--- src/rtl/mem_arb_pkg.sv ---
// Shared constants for the two-requester main-memory arbiter.
// Latency: n/a (declarations only).
// Backpressure: n/a.
// Contents: FSM state encoding, requester IDs, bus widths, default burst length.
package mem_arb_pkg;

  localparam int BEATS         = 4;
  localparam int ADDR_W        = 26;
  localparam int MEM_DATA_BITS = 128;
  localparam int MASK_W        = MEM_DATA_BITS / 8;

  // Arbiter FSM encoding
  localparam logic [1:0] ST_IDLE  = 2'd0;
  localparam logic [1:0] ST_REQ   = 2'd1;
  localparam logic [1:0] ST_WDATA = 2'd2;
  localparam logic [1:0] ST_RRESP = 2'd3;

  // Requester IDs
  localparam logic REQ_IC = 1'b0;
  localparam logic REQ_DC = 1'b1;

endpackage

--- src/rtl/mem_arbiter_if.sv ---
// Bundle of icache, dcache and memory-port signals around the arbiter.
// Latency: n/a (wires only).
// Backpressure: val/rdy on requests, valid/ready on write beats, none on responses.
// Modports: slave = arbiter view, master = cache/memory environment view.
interface mem_arbiter_if;
  import mem_arb_pkg::*;

  logic                     ic_req_val;
  logic                     ic_req_rdy;
  logic [ADDR_W-1:0]        ic_req_addr;
  logic                     ic_resp_val;
  logic [MEM_DATA_BITS-1:0] ic_resp_data;

  logic                     dc_req_val;
  logic                     dc_req_rdy;
  logic [ADDR_W-1:0]        dc_req_addr;
  logic                     dc_req_rw;
  logic                     dc_req_data_valid;
  logic                     dc_req_data_ready;
  logic [MEM_DATA_BITS-1:0] dc_req_data_bits;
  logic [MASK_W-1:0]        dc_req_data_mask;
  logic                     dc_resp_val;
  logic [MEM_DATA_BITS-1:0] dc_resp_data;

  logic                     mem_req_val;
  logic                     mem_req_rdy;
  logic [ADDR_W-1:0]        mem_req_addr;
  logic                     mem_req_rw;
  logic                     mem_req_data_valid;
  logic                     mem_req_data_ready;
  logic [MEM_DATA_BITS-1:0] mem_req_data_bits;
  logic [MASK_W-1:0]        mem_req_data_mask;
  logic                     mem_resp_val;
  logic [MEM_DATA_BITS-1:0] mem_resp_data;

  modport slave (
    input  ic_req_val, ic_req_addr,
    output ic_req_rdy, ic_resp_val, ic_resp_data,
    input  dc_req_val, dc_req_addr, dc_req_rw,
    input  dc_req_data_valid, dc_req_data_bits, dc_req_data_mask,
    output dc_req_rdy, dc_req_data_ready, dc_resp_val, dc_resp_data,
    output mem_req_val, mem_req_addr, mem_req_rw,
    output mem_req_data_valid, mem_req_data_bits, mem_req_data_mask,
    input  mem_req_rdy, mem_req_data_ready, mem_resp_val, mem_resp_data
  );

  modport master (
    output ic_req_val, ic_req_addr,
    input  ic_req_rdy, ic_resp_val, ic_resp_data,
    output dc_req_val, dc_req_addr, dc_req_rw,
    output dc_req_data_valid, dc_req_data_bits, dc_req_data_mask,
    input  dc_req_rdy, dc_req_data_ready, dc_resp_val, dc_resp_data,
    input  mem_req_val, mem_req_addr, mem_req_rw,
    input  mem_req_data_valid, mem_req_data_bits, mem_req_data_mask,
    output mem_req_rdy, mem_req_data_ready, mem_resp_val, mem_resp_data
  );

endinterface

--- src/rtl/mem_arb_rr.sv ---
// Two-way round-robin picker: the requester that did not win last time wins a tie.
// Latency: purely combinational.
// Backpressure: none; the parent decides when the grant is taken.
// Ports: ic_val_i/dc_val_i requests, last_i previous winner, grant_valid_o/grant_id_o.
module mem_arb_rr
  import mem_arb_pkg::*;
(
  input  logic ic_val_i,
  input  logic dc_val_i,
  input  logic last_i,
  output logic grant_valid_o,
  output logic grant_id_o
);

  always_comb begin
    grant_valid_o = ic_val_i | dc_val_i;
    if (ic_val_i && dc_val_i) begin
      grant_id_o = (last_i == REQ_IC) ? REQ_DC : REQ_IC;
    end else if (dc_val_i) begin
      grant_id_o = REQ_DC;
    end else begin
      grant_id_o = REQ_IC;
    end
  end

endmodule

--- src/rtl/mem_arbiter.sv ---
// Shares one main-memory port between icache (reads) and dcache (reads/write-backs).
// Latency: 1 cycle request-to-mem_req_val; data/response beats are zero-latency pass-through.
// Backpressure: mem_req_rdy / mem_req_data_ready passed straight to the owning cache.
// Ports: clk, reset (async active-low), bus (mem_arbiter_if.slave).
module mem_arbiter
  import mem_arb_pkg::*;
#(
  parameter int BEATS_P = BEATS
) (
  input  logic          clk,
  input  logic          reset,
  mem_arbiter_if.slave  bus
);

  localparam int CNT_W = (BEATS_P > 1) ? $clog2(BEATS_P) : 1;
  localparam logic [CNT_W-1:0] LAST_BEAT = CNT_W'(BEATS_P - 1);

  logic [1:0]       state_q, state_d;
  logic             owner_q, owner_d;
  logic             last_q, last_d;
  logic [CNT_W-1:0] cnt_q, cnt_d;

  logic gnt_vld, gnt_id;
  logic req_rw;

  mem_arb_rr u_rr (
    .ic_val_i      (bus.ic_req_val),
    .dc_val_i      (bus.dc_req_val),
    .last_i        (last_q),
    .grant_valid_o (gnt_vld),
    .grant_id_o    (gnt_id)
  );

  // icache transactions are always reads
  assign req_rw = (owner_q == REQ_DC) & bus.dc_req_rw;

  always_comb begin
    state_d = state_q;
    owner_d = owner_q;
    last_d  = last_q;
    cnt_d   = cnt_q;

    bus.ic_req_rdy         = 1'b0;
    bus.dc_req_rdy         = 1'b0;
    bus.ic_resp_val        = 1'b0;
    bus.dc_resp_val        = 1'b0;
    bus.ic_resp_data       = '0;
    bus.dc_resp_data       = '0;
    bus.dc_req_data_ready  = 1'b0;
    bus.mem_req_val        = 1'b0;
    bus.mem_req_addr       = '0;
    bus.mem_req_rw         = 1'b0;
    bus.mem_req_data_valid = 1'b0;
    bus.mem_req_data_bits  = '0;
    bus.mem_req_data_mask  = '0;

    case (state_q)
      ST_IDLE: begin
        if (gnt_vld) begin
          owner_d = gnt_id;
          state_d = ST_REQ;
        end
      end

      ST_REQ: begin
        bus.mem_req_val  = 1'b1;
        bus.mem_req_addr = (owner_q == REQ_DC) ? bus.dc_req_addr : bus.ic_req_addr;
        bus.mem_req_rw   = req_rw;
        bus.ic_req_rdy   = (owner_q == REQ_IC) & bus.mem_req_rdy;
        bus.dc_req_rdy   = (owner_q == REQ_DC) & bus.mem_req_rdy;
        if (bus.mem_req_rdy) begin
          last_d  = owner_q;
          cnt_d   = '0;
          state_d = req_rw ? ST_WDATA : ST_RRESP;
        end
      end

      ST_WDATA: begin
        bus.mem_req_data_valid = bus.dc_req_data_valid;
        bus.mem_req_data_bits  = bus.dc_req_data_bits;
        bus.mem_req_data_mask  = bus.dc_req_data_mask;
        bus.dc_req_data_ready  = bus.mem_req_data_ready;
        if (bus.dc_req_data_valid && bus.mem_req_data_ready) begin
          if (cnt_q == LAST_BEAT) begin
            cnt_d   = '0;
            state_d = ST_IDLE;
          end else begin
            cnt_d = cnt_q + CNT_W'(1);
          end
        end
      end

      default: begin // ST_RRESP
        // Data is broadcast; only the owner's valid qualifies it.
        bus.ic_resp_data = bus.mem_resp_data;
        bus.dc_resp_data = bus.mem_resp_data;
        bus.ic_resp_val  = (owner_q == REQ_IC) & bus.mem_resp_val;
        bus.dc_resp_val  = (owner_q == REQ_DC) & bus.mem_resp_val;
        if (bus.mem_resp_val) begin
          if (cnt_q == LAST_BEAT) begin
            cnt_d   = '0;
            state_d = ST_IDLE;
          end else begin
            cnt_d = cnt_q + CNT_W'(1);
          end
        end
      end
    endcase
  end

  // Every output is decoded from state, so forcing IDLE zeroes them at once.
  always_ff @(posedge clk or negedge reset) begin
    if (!reset) begin
      state_q <= ST_IDLE;
      owner_q <= REQ_IC;
      last_q  <= REQ_IC;
      cnt_q   <= '0;
    end else begin
      state_q <= state_d;
      owner_q <= owner_d;
      last_q  <= last_d;
      cnt_q   <= cnt_d;
    end
  end

endmodule
--- src/flat_wrapper.sv ---
// flat-port wrapper written by rule: the top's interface ports become plain ports
module mem_arbiter_flat import mem_arb_pkg::*;
#(
  parameter int BEATS_P = BEATS
)
  (clk, reset, bus_ic_req_val, bus_ic_req_addr, bus_ic_req_rdy, bus_ic_resp_val, bus_ic_resp_data, bus_dc_req_val, bus_dc_req_addr, bus_dc_req_rw, bus_dc_req_data_valid, bus_dc_req_data_bits, bus_dc_req_data_mask, bus_dc_req_rdy, bus_dc_req_data_ready, bus_dc_resp_val, bus_dc_resp_data, bus_mem_req_val, bus_mem_req_addr, bus_mem_req_rw, bus_mem_req_data_valid, bus_mem_req_data_bits, bus_mem_req_data_mask, bus_mem_req_rdy, bus_mem_req_data_ready, bus_mem_resp_val, bus_mem_resp_data);
  mem_arbiter_if bus_i ();
  input  logic clk;
  input  logic reset;
  input wire logic [$bits(bus_i.ic_req_val)-1:0] bus_ic_req_val;
  input wire logic [$bits(bus_i.ic_req_addr)-1:0] bus_ic_req_addr;
  output wire logic [$bits(bus_i.ic_req_rdy)-1:0] bus_ic_req_rdy;
  output wire logic [$bits(bus_i.ic_resp_val)-1:0] bus_ic_resp_val;
  output wire logic [$bits(bus_i.ic_resp_data)-1:0] bus_ic_resp_data;
  input wire logic [$bits(bus_i.dc_req_val)-1:0] bus_dc_req_val;
  input wire logic [$bits(bus_i.dc_req_addr)-1:0] bus_dc_req_addr;
  input wire logic [$bits(bus_i.dc_req_rw)-1:0] bus_dc_req_rw;
  input wire logic [$bits(bus_i.dc_req_data_valid)-1:0] bus_dc_req_data_valid;
  input wire logic [$bits(bus_i.dc_req_data_bits)-1:0] bus_dc_req_data_bits;
  input wire logic [$bits(bus_i.dc_req_data_mask)-1:0] bus_dc_req_data_mask;
  output wire logic [$bits(bus_i.dc_req_rdy)-1:0] bus_dc_req_rdy;
  output wire logic [$bits(bus_i.dc_req_data_ready)-1:0] bus_dc_req_data_ready;
  output wire logic [$bits(bus_i.dc_resp_val)-1:0] bus_dc_resp_val;
  output wire logic [$bits(bus_i.dc_resp_data)-1:0] bus_dc_resp_data;
  output wire logic [$bits(bus_i.mem_req_val)-1:0] bus_mem_req_val;
  output wire logic [$bits(bus_i.mem_req_addr)-1:0] bus_mem_req_addr;
  output wire logic [$bits(bus_i.mem_req_rw)-1:0] bus_mem_req_rw;
  output wire logic [$bits(bus_i.mem_req_data_valid)-1:0] bus_mem_req_data_valid;
  output wire logic [$bits(bus_i.mem_req_data_bits)-1:0] bus_mem_req_data_bits;
  output wire logic [$bits(bus_i.mem_req_data_mask)-1:0] bus_mem_req_data_mask;
  input wire logic [$bits(bus_i.mem_req_rdy)-1:0] bus_mem_req_rdy;
  input wire logic [$bits(bus_i.mem_req_data_ready)-1:0] bus_mem_req_data_ready;
  input wire logic [$bits(bus_i.mem_resp_val)-1:0] bus_mem_resp_val;
  input wire logic [$bits(bus_i.mem_resp_data)-1:0] bus_mem_resp_data;
  assign bus_i.ic_req_val = bus_ic_req_val;
  assign bus_i.ic_req_addr = bus_ic_req_addr;
  assign bus_ic_req_rdy = bus_i.ic_req_rdy;
  assign bus_ic_resp_val = bus_i.ic_resp_val;
  assign bus_ic_resp_data = bus_i.ic_resp_data;
  assign bus_i.dc_req_val = bus_dc_req_val;
  assign bus_i.dc_req_addr = bus_dc_req_addr;
  assign bus_i.dc_req_rw = bus_dc_req_rw;
  assign bus_i.dc_req_data_valid = bus_dc_req_data_valid;
  assign bus_i.dc_req_data_bits = bus_dc_req_data_bits;
  assign bus_i.dc_req_data_mask = bus_dc_req_data_mask;
  assign bus_dc_req_rdy = bus_i.dc_req_rdy;
  assign bus_dc_req_data_ready = bus_i.dc_req_data_ready;
  assign bus_dc_resp_val = bus_i.dc_resp_val;
  assign bus_dc_resp_data = bus_i.dc_resp_data;
  assign bus_mem_req_val = bus_i.mem_req_val;
  assign bus_mem_req_addr = bus_i.mem_req_addr;
  assign bus_mem_req_rw = bus_i.mem_req_rw;
  assign bus_mem_req_data_valid = bus_i.mem_req_data_valid;
  assign bus_mem_req_data_bits = bus_i.mem_req_data_bits;
  assign bus_mem_req_data_mask = bus_i.mem_req_data_mask;
  assign bus_i.mem_req_rdy = bus_mem_req_rdy;
  assign bus_i.mem_req_data_ready = bus_mem_req_data_ready;
  assign bus_i.mem_resp_val = bus_mem_resp_val;
  assign bus_i.mem_resp_data = bus_mem_resp_data;
  mem_arbiter #(.BEATS_P(BEATS_P)) u_core (.clk(clk), .reset(reset), .bus(bus_i));
endmodule
--- config.mk ---
export PLATFORM = sky130hd
export DESIGN_NAME = mem_arbiter_flat
export DESIGN_NICKNAME = d
export VERILOG_FILES = /design/src/rtl/mem_arb_pkg.sv /design/src/rtl/mem_arbiter_if.sv /design/src/rtl/mem_arb_rr.sv /design/src/rtl/mem_arbiter.sv /design/src/flat_wrapper.sv
export SDC_FILE = /design/constraint.sdc
export NUM_CORES = 1
export LEC_CHECK = 0
export CAP_MARGIN = 20
export CELL_PAD_IN_SITES_DETAIL_PLACEMENT = 0
export CELL_PAD_IN_SITES_GLOBAL_PLACEMENT = 1
export CORE_AREA = 2 2 303 305
export CTS_CLUSTER_DIAMETER = 30
export DETAILED_ROUTE_END_ITERATION = 12
export DIE_AREA = 0 0 305 307
export GPL_TIMING_DRIVEN = 0
export PLACE_DENSITY = 0.49
export SLEW_MARGIN = 20
export SYNTH_ARGS = -nofsm -noshare
export SYNTH_HDL_FRONTEND = slang
export SYNTH_SLANG_ARGS = --single-unit
--- constraint.sdc ---
create_clock -name clk -period 1.6 [get_ports clk]
set_input_delay 0.4 -clock clk [delete_from_list [all_inputs] [get_ports clk]]
set_output_delay 0.4 -clock clk [all_outputs]
set_load 0.02 [all_outputs]
==> results.py, run 1 <==
metrics = {
    "critical_path": {
        "cp-end-kind": "primary output",
        "slowest_stage": "dfrtp_2",
        "cpPeakStageDelay_ns": 0.44,
        "path_max_fanout": 9,
        "start_kind": "flip-flop",
        "worst_ep_arrival_time_ns": 1.73,
        "crit_family": "buffers and inverters",
        "cp.required_ns": 1.20,
        "path_cells": "ha_4 > clkbuf_16 > clkbuf_16 > and2_4 > buf_4 > buf_4",
        "criticalPathCategory": "reg2out",
        "cp.buffers_inverters": 4,
    },
    "layout": {
        "syn_to_final_growth_pct": 317,
        "layout.nets": 1701,
        "design_area_sq_mm": 0.0154,
        "drive_gt1_share_pct": 72.5,
        "n_fill_cell": 10200,
        "final_core_util_pct": 17.0,
    },
    "yosys": {
        "synth_area_leaders": "and2_1 46%, buf_4 26%, mux2i_1 7.1%",
        "syn_inst": 537,
        "synth.most_common_cell": "and2_1",
        "synth.avg_cell_area_sq_um": 6.87,
        "synth_edf_count": 0,
        "synth_common_cells": "274 x and2_1, 128 x buf_4, 33 x clkbuf_1, 28 x nor2b_1, 26 x mux2i_1",
        "synthArstFlopShare_pct": 100,
        "synth_top_area_cell": "and2_1",
        "yosysUniqueCellTypes": 26,
        "syn-num-nets": 876,
        "synth_ff_type": "dfrtp_1",
        "synth.top_cell.area_share_pct": 46.4,
        "ys_ff_latch": 6,
        "yosysSeqAreaShare_pct": 4.07,
        "netlist_area_sq_mm": 0.00369,
        "ys_warn_count": 0,
    },
    "clocking": {
        "cts_buffers": 3,
        "cts_tree": "built",
        "clkSlewWorstSetupHoldPaths_ns": 0.03,
        "ctsLongestPathBuffers": 2,
        "cts.sinks": 6,
        "root_buffer": "clkbuf_16",
        "cts.hold.buffers_added": 0,
        "clk_latency_ns": 0.22,
        "h-tree-depth": 1,
    },
    "place": {
        "dpl-instance-area_sq_mm": 0.0138,
        "dp_worst_setup_slack_ns": -1.19,
        "portBuffers": 766,
        "finalWeightedCongestion": 0.832,
        "dpl.hpwl_mm": 42.4,
    },
    "sta": {
        "slew_headroom_pct": 77.0,
        "max_freq_mhz": 470,
        "worst_slack_ns": -0.526,
        "period_minus_slack_ns": 2.13,
        "maxSlewViolCount": 0,
        "hold_violations": 0,
        "worst_slew_pin_slew_ns": 0.344,
        "fin_skew_ns": 0.00182,
        "finalCritPeriodShare_pct": 133,
        "fin_tns_setup_ns": -187.02,
        "setup_viol": 439,
        "grt_setup_unrepaired": "yes",
    },
    "power_and_ir_drop": {
        "p_per_area_mw_per_mm2": 1480,
        "leakage_nw": 7.01,
        "ir_worst_vdd_mv": 0.647,
        "p_total_mw": 22.8,
    },
    "detailed_routing": {
        "wl_per_cell_microns": 19.2,
        "drt_iter0_drc": 168,
        "via_per_inst": 2.66,
        "drc": 0,
        "routed_wl_mm": 49.0,
        "vias": 6785,
        "ant_nets": 0,
        "drtPass1Iterations": 4,
    },
    "grt": {
        "gr-usage-met2_pct": 16.3,
        "overflow": 0,
        "grt.met1_usage_pct": 11.2,
        "grt_pass1_vias": 7201,
        "busiest_layer": "met2",
        "use_met3_pct": 3.43,
        "antenna_found_initial": 9,
        "track_usage_pct": 9.37,
        "grt_start_max_net_pins": 11,
        "grt_pass1_wl_mm": 61.4,
    },
    "floorplan": {
        "core_sq_mm": 0.0907,
        "ioPinCount": 767,
        "dieArea_sq_mm": 0.0936,
        "die_w_microns": 305,
        "rows": 111,
        "initial_core_util_pct": 4.07,
        "die_h_microns": 307,
    },
    "min_path": {
        "hp-class": "in2async",
    },
    "run": {
        "maxCapViolations": 0,
    },
    "run_status": {
        "status": "complete, but fails checks",
        "violations": "setup timing",
    },
}
==> stage by stage <==
step | hold slack [ns] | std cells
finish | 0.450 | 2548
floorplan | 0.104 | 537
global route | 0.473 | 2546
global placement | 0.497 | 2489
detailed placement | 0.508 | 2489
CTS | 0.460 | 2515
==> cell families (layout without fill, tap and decap cells) <==
group | after synthesis | count (layout) | share of synthesized area, %
simple gates | 321 | 321 | 53.9
buf+inv | 167 | 990 | 30.1
mux | 30 | 30 | 8.27
compound gates | 7 | 7 | 1.63
fa+ha+maj | 6 | 6 | 2.03
flops | 6 | 6 | 4.07
other cells | 0 | 2 | 0
==> worst register-to-register path, stage by stage (launching register included) <==
cell       delay, ns
dfrtp_2         0.44
buf_4           0.16
inv_4           0.06
buf_6           0.11
ha_4            0.17
or3b_4          0.40
o2111ai_2       0.08
mux2_1          0.33
==> layout make-up <==
cell class              count  area (sq um)  share of cell area [%]
multi-input cells         364          3370                    21.9
plain buffers             165          2030                    13.2
inverters                   2          10.0                  0.0650
diodes                      2          5.00                  0.0325
clock buffers               3          75.1                   0.488
flip-flops and latches      6           153                   0.992
well taps                1186          1480                    9.64
repair buffers            820          8260                    53.7
==> path summary, 6_finish.rpt <==
path                            depth (start not counted)  slack (ns)              endpoint               from
worst max-delay path                                    6       -0.53  bus_ic_resp_data[58]  u_core.state_q[1]
worst min-delay path                                    1        0.45        u_core.owner_q              reset
worst max register to register                          7       -0.27     u_core.state_q[1]  u_core.state_q[1]
worst min register to register                          1        0.52         u_core.last_q      u_core.last_q
max in group asynchronous                               1        0.88     u_core.state_q[0]              reset
min in group clk                                        1        0.52         u_core.last_q      u_core.last_q
==> per-layer routing <==
layer,wire [microns],up-vias,share of wire (%)
met4,613,8,1.3
li1,-,3164,-
met1,19600,3161,40
met2,24200,424,49
met5,47,-,0.096
met3,4550,28,9.3
==> power by group <==
| group | leakage (nW) | switching [mW] | internal (mW) | total (mW) |
|---|---|---|---|---|
| clock network | 0.0370 | 0.0766 | 0.320 | 0.397 |
| registers | 0.0699 | 0.0741 | 0.238 | 0.312 |
| logic | 6.90 | 9.94 | 12.1 | 22.1 |
==> state kept, by name, summed over array words and instances (netlist names) <==
register,cells
u_core.cnt_q,2
u_core.last_q,1
u_core.owner_q,1
u_core.state_q,2
==> what timing repair did <==
item | CTS | global route
cloned | 11 | 15
setup buffers | 12 | 19
endpoints found under the setup margin | 437 | 438
pin swaps | 2 | 5
resized for setup | 2251 | 490
==> cells in the final DEF, fill, tap and decap left out, types with 9 or more instances in the layout <==
master | Yosys | routed
nor2b_4 | 0 | 18
nor2b_2 | 0 | 9
buf_8 | 0 | 27
and2_4 | 0 | 235
buf_4 | 128 | 207
buf_6 | 0 | 346
buf_12 | 0 | 10
mux2i_1 | 26 | 19
buf_2 | 3 | 24
clkdlybuf4s50_1 | 0 | 332
and2_2 | 0 | 39
clkbuf_16 | 0 | 30
No activity file was read; power rests on OpenSTA's default activity.
==> run 2: changes to the inputs <==
--- a/config.mk
+++ b/config.mk
@@ -5,15 +5,17 @@
 export SDC_FILE = /design/constraint.sdc
 export NUM_CORES = 1
 export LEC_CHECK = 0
+export ABC_CLOCK_PERIOD_IN_PS = 1600
 export CAP_MARGIN = 20
 export CELL_PAD_IN_SITES_DETAIL_PLACEMENT = 0
 export CELL_PAD_IN_SITES_GLOBAL_PLACEMENT = 1
-export CORE_AREA = 2 2 303 305
+export CORE_AREA = 4 4 296 298
+export CTS_BUF_LIST = sky130_fd_sc_hd__clkbuf_8
 export CTS_CLUSTER_DIAMETER = 30
 export DETAILED_ROUTE_END_ITERATION = 12
-export DIE_AREA = 0 0 305 307
+export DIE_AREA = 0 0 300 302
 export GPL_TIMING_DRIVEN = 0
-export PLACE_DENSITY = 0.49
+export PLACE_DENSITY = 0.51
 export SLEW_MARGIN = 20
 export SYNTH_ARGS = -nofsm -noshare
 export SYNTH_HDL_FRONTEND = slang
==> run 2 against run 1 <==
The run still ends with setup timing left. Power down 7.5%. Core utilization is 0.20 points higher. Global-route usage grew 0.31 points. Sequential share of layout area grew 0.055 points. Clock power is 41% lower. Final cell count decreased by 1.7%. Register-to-register slack lost 0.04 ns.
==> results.py, run 2 (same netlist as run 1, synthesis figures left out) <==
metrics = {
    "critical_path": {
        "r2r_cells": 6,
        "cp_common_cell": "buf_6",
        "worst_ep_arrival_time_ns": 1.78,
        "path_max_fanout": 6,
        "start_kind": "flip-flop",
        "cp.required_ns": 1.20,
        "slowest_stage": "dfrtp_2",
        "path_cells": "buf_6 > ha_4 > buf_12 > buf_12 > buf_6 > buf_8 > and2_4 > buf_6",
        "rrSetupSlack_ns": -0.31,
        "cp.buffers_inverters": 6,
        "crit_family": "buffers and inverters",
        "criticalPathCategory": "reg2out",
        "r2r-end": "u_core.cnt_q[1]",
        "cpPeakStageDelay_ns": 0.43,
        "rr_startpoint": "u_core.state_q[1]",
        "cp-end-kind": "primary output",
    },
    "layout": {
        "final_cell_mix": "332 x clkdlybuf4s50_1, 233 x buf_6, 192 x and2_4",
        "design_area_sq_mm": 0.0146,
        "layout.nets": 1699,
        "final_common_cell": "clkdlybuf4s50_1",
        "n_fill_cell": 9693,
        "drive_gt1_share_pct": 70.0,
        "fin_cells": 2504,
        "reg_top3": "u_core.cnt_q (2), u_core.state_q (2)",
        "syn_to_final_growth_pct": 295,
    },
    "grt": {
        "grt_start_max_net_pins": 11,
        "antenna_found_initial": 10,
        "overflow": 0,
        "grt_pass1_vias": 7376,
        "grt_pass1_wl_mm": 61.7,
        "track_usage_pct": 9.68,
    },
    "floorplan": {
        "initial_core_util_pct": 4.35,
        "dieArea_sq_mm": 0.0906,
        "ioPinCount": 767,
        "die_h_microns": 302,
        "core_sq_mm": 0.0849,
        "rows": 107,
        "die_w_microns": 300,
    },
    "sta": {
        "maxSlewViolCount": 0,
        "setup_viol": 438,
        "finalCritPeriodShare_pct": 136,
        "grt_setup_unrepaired": "yes",
        "fin_skew_ns": 0.000930,
        "slew_headroom_pct": 78.4,
        "period_minus_slack_ns": 2.18,
        "worst_slack_ns": -0.583,
        "max_freq_mhz": 458,
        "worst_slew_pin_slew_ns": 0.321,
        "hold_violations": 0,
    },
    "run_status": {
        "violations": "setup timing",
        "status": "complete, but fails checks",
    },
    "detailed_routing": {
        "drt_iter0_drc": 221,
        "drc": 0,
        "via_per_inst": 2.71,
        "ant_nets": 0,
        "vias": 6781,
        "routed_wl_mm": 49.5,
        "wl_per_cell_microns": 19.8,
        "drtPass1Iterations": 4,
    },
    "power_and_ir_drop": {
        "ir_worst_vdd_mv": 0.613,
        "p_per_area_mw_per_mm2": 1450,
        "leakage_nw": 6.77,
        "p_total_mw": 21.1,
    },
    "place": {
        "dpl.hpwl_mm": 42.7,
        "finalWeightedCongestion": 0.912,
        "dp_worst_setup_slack_ns": -1.13,
        "portBuffers": 766,
        "dp.cells": 2447,
        "dpl-instance-area_sq_mm": 0.0138,
    },
    "clocking": {
        "root_buffer": "clkbuf_8",
        "ctsLongestPathBuffers": 2,
        "cts_tree": "built",
        "clkSlewWorstSetupHoldPaths_ns": 0.04,
        "cts_buffers": 3,
        "cts.hold.buffers_added": 0,
        "cts.sinks": 6,
        "h-tree-depth": 1,
        "clk_latency_ns": 0.23,
    },
    "min_path": {
        "hp-class": "in2async",
    },
    "run": {
        "maxCapViolations": 0,
    },
}
run 2: cell types whose count changed in the layout (fill, tap and decap cells not counted), moves of 6 or more:
cell / change
clkdlybuf4s15_2: +29
buf_4: -32
and2_4: -43
nor2b_4: -7
dlygate4sd2_1: +23
buf_2: +42
clkbuf_2: +54
nor2b_2: +6
and2_2: +40
buf_6: -113
clkbuf_8: +8
run 2: stage by stage:
stage                     TNS, ns  hold WS, ns  util [%]
final                     -202.08        0.439      17.2
after global routing      -227.80        0.467      17.2
after CTS                 -239.34        0.453      16.5
after detailed placement  -389.03        0.498      16.2
after global placement    -383.12        0.494      16.2
after floorplan             -8.43        0.104         -
run 2: worst max-delay path by stage:
stage / start / end / slack, ns / cells after the start
floorplan: u_core.state_q[0] / bus_ic_resp_data[48] / -0.09 / 5
global placement: u_core.state_q[0] / bus_ic_resp_data[122] / -1.12 / 6
detailed placement: u_core.state_q[0] / bus_ic_resp_data[122] / -1.13 / 6
CTS: u_core.state_q[1] / bus_ic_resp_data[122] / -0.68 / 6
global route: u_core.state_q[0] / bus_ic_resp_data[122] / -0.67 / 6
finish: u_core.state_q[1] / bus_mem_req_data_bits[19] / -0.58 / 8
run 2: worst register-to-register path, cell delays in order (launching register included):
cell	delay, ns
dfrtp_2	0.43
buf_6	0.13
ha_4	0.19
buf_4	0.15
a21boi_1	0.15
nor4_2	0.36
mux2_2	0.38
run 2: what timing repair did:
item,4_1_cts,5_1_grt
setup buffers,11,20
resized for setup,1609,642
pin swaps,9,2
cloned,11,15
setup endpoints to repair,439,438
run 2: report_power, final:
part	internal (mW)	switching [mW]	total (mW)	leakage [nW]
logic	10.9	9.66	20.5	6.68
clock network	0.162	0.0715	0.234	0.0216
registers	0.237	0.0648	0.302	0.0699
run 2: per-layer routing:
layer	wire length (microns)	share of wire, %	global-route usage (%)
met5	24	0.048	0
met2	24500	49	17.3
met1	19600	40	11.6
met4	750	1.5	1.42
met3	4660	9.4	3.01
run 2: final cells by class:
class	instances	area [sq um]	area share, %
well taps	1144	1430	9.82
plain buffers	161	1820	12.5
clock buffers	3	41.3	0.283
flip-flops and latches	6	153	1.05
multi-input cells	364	3220	22.1
diodes	2	5.00	0.0343
repair buffers	822	7900	54.2
inverters	2	10.0	0.0687
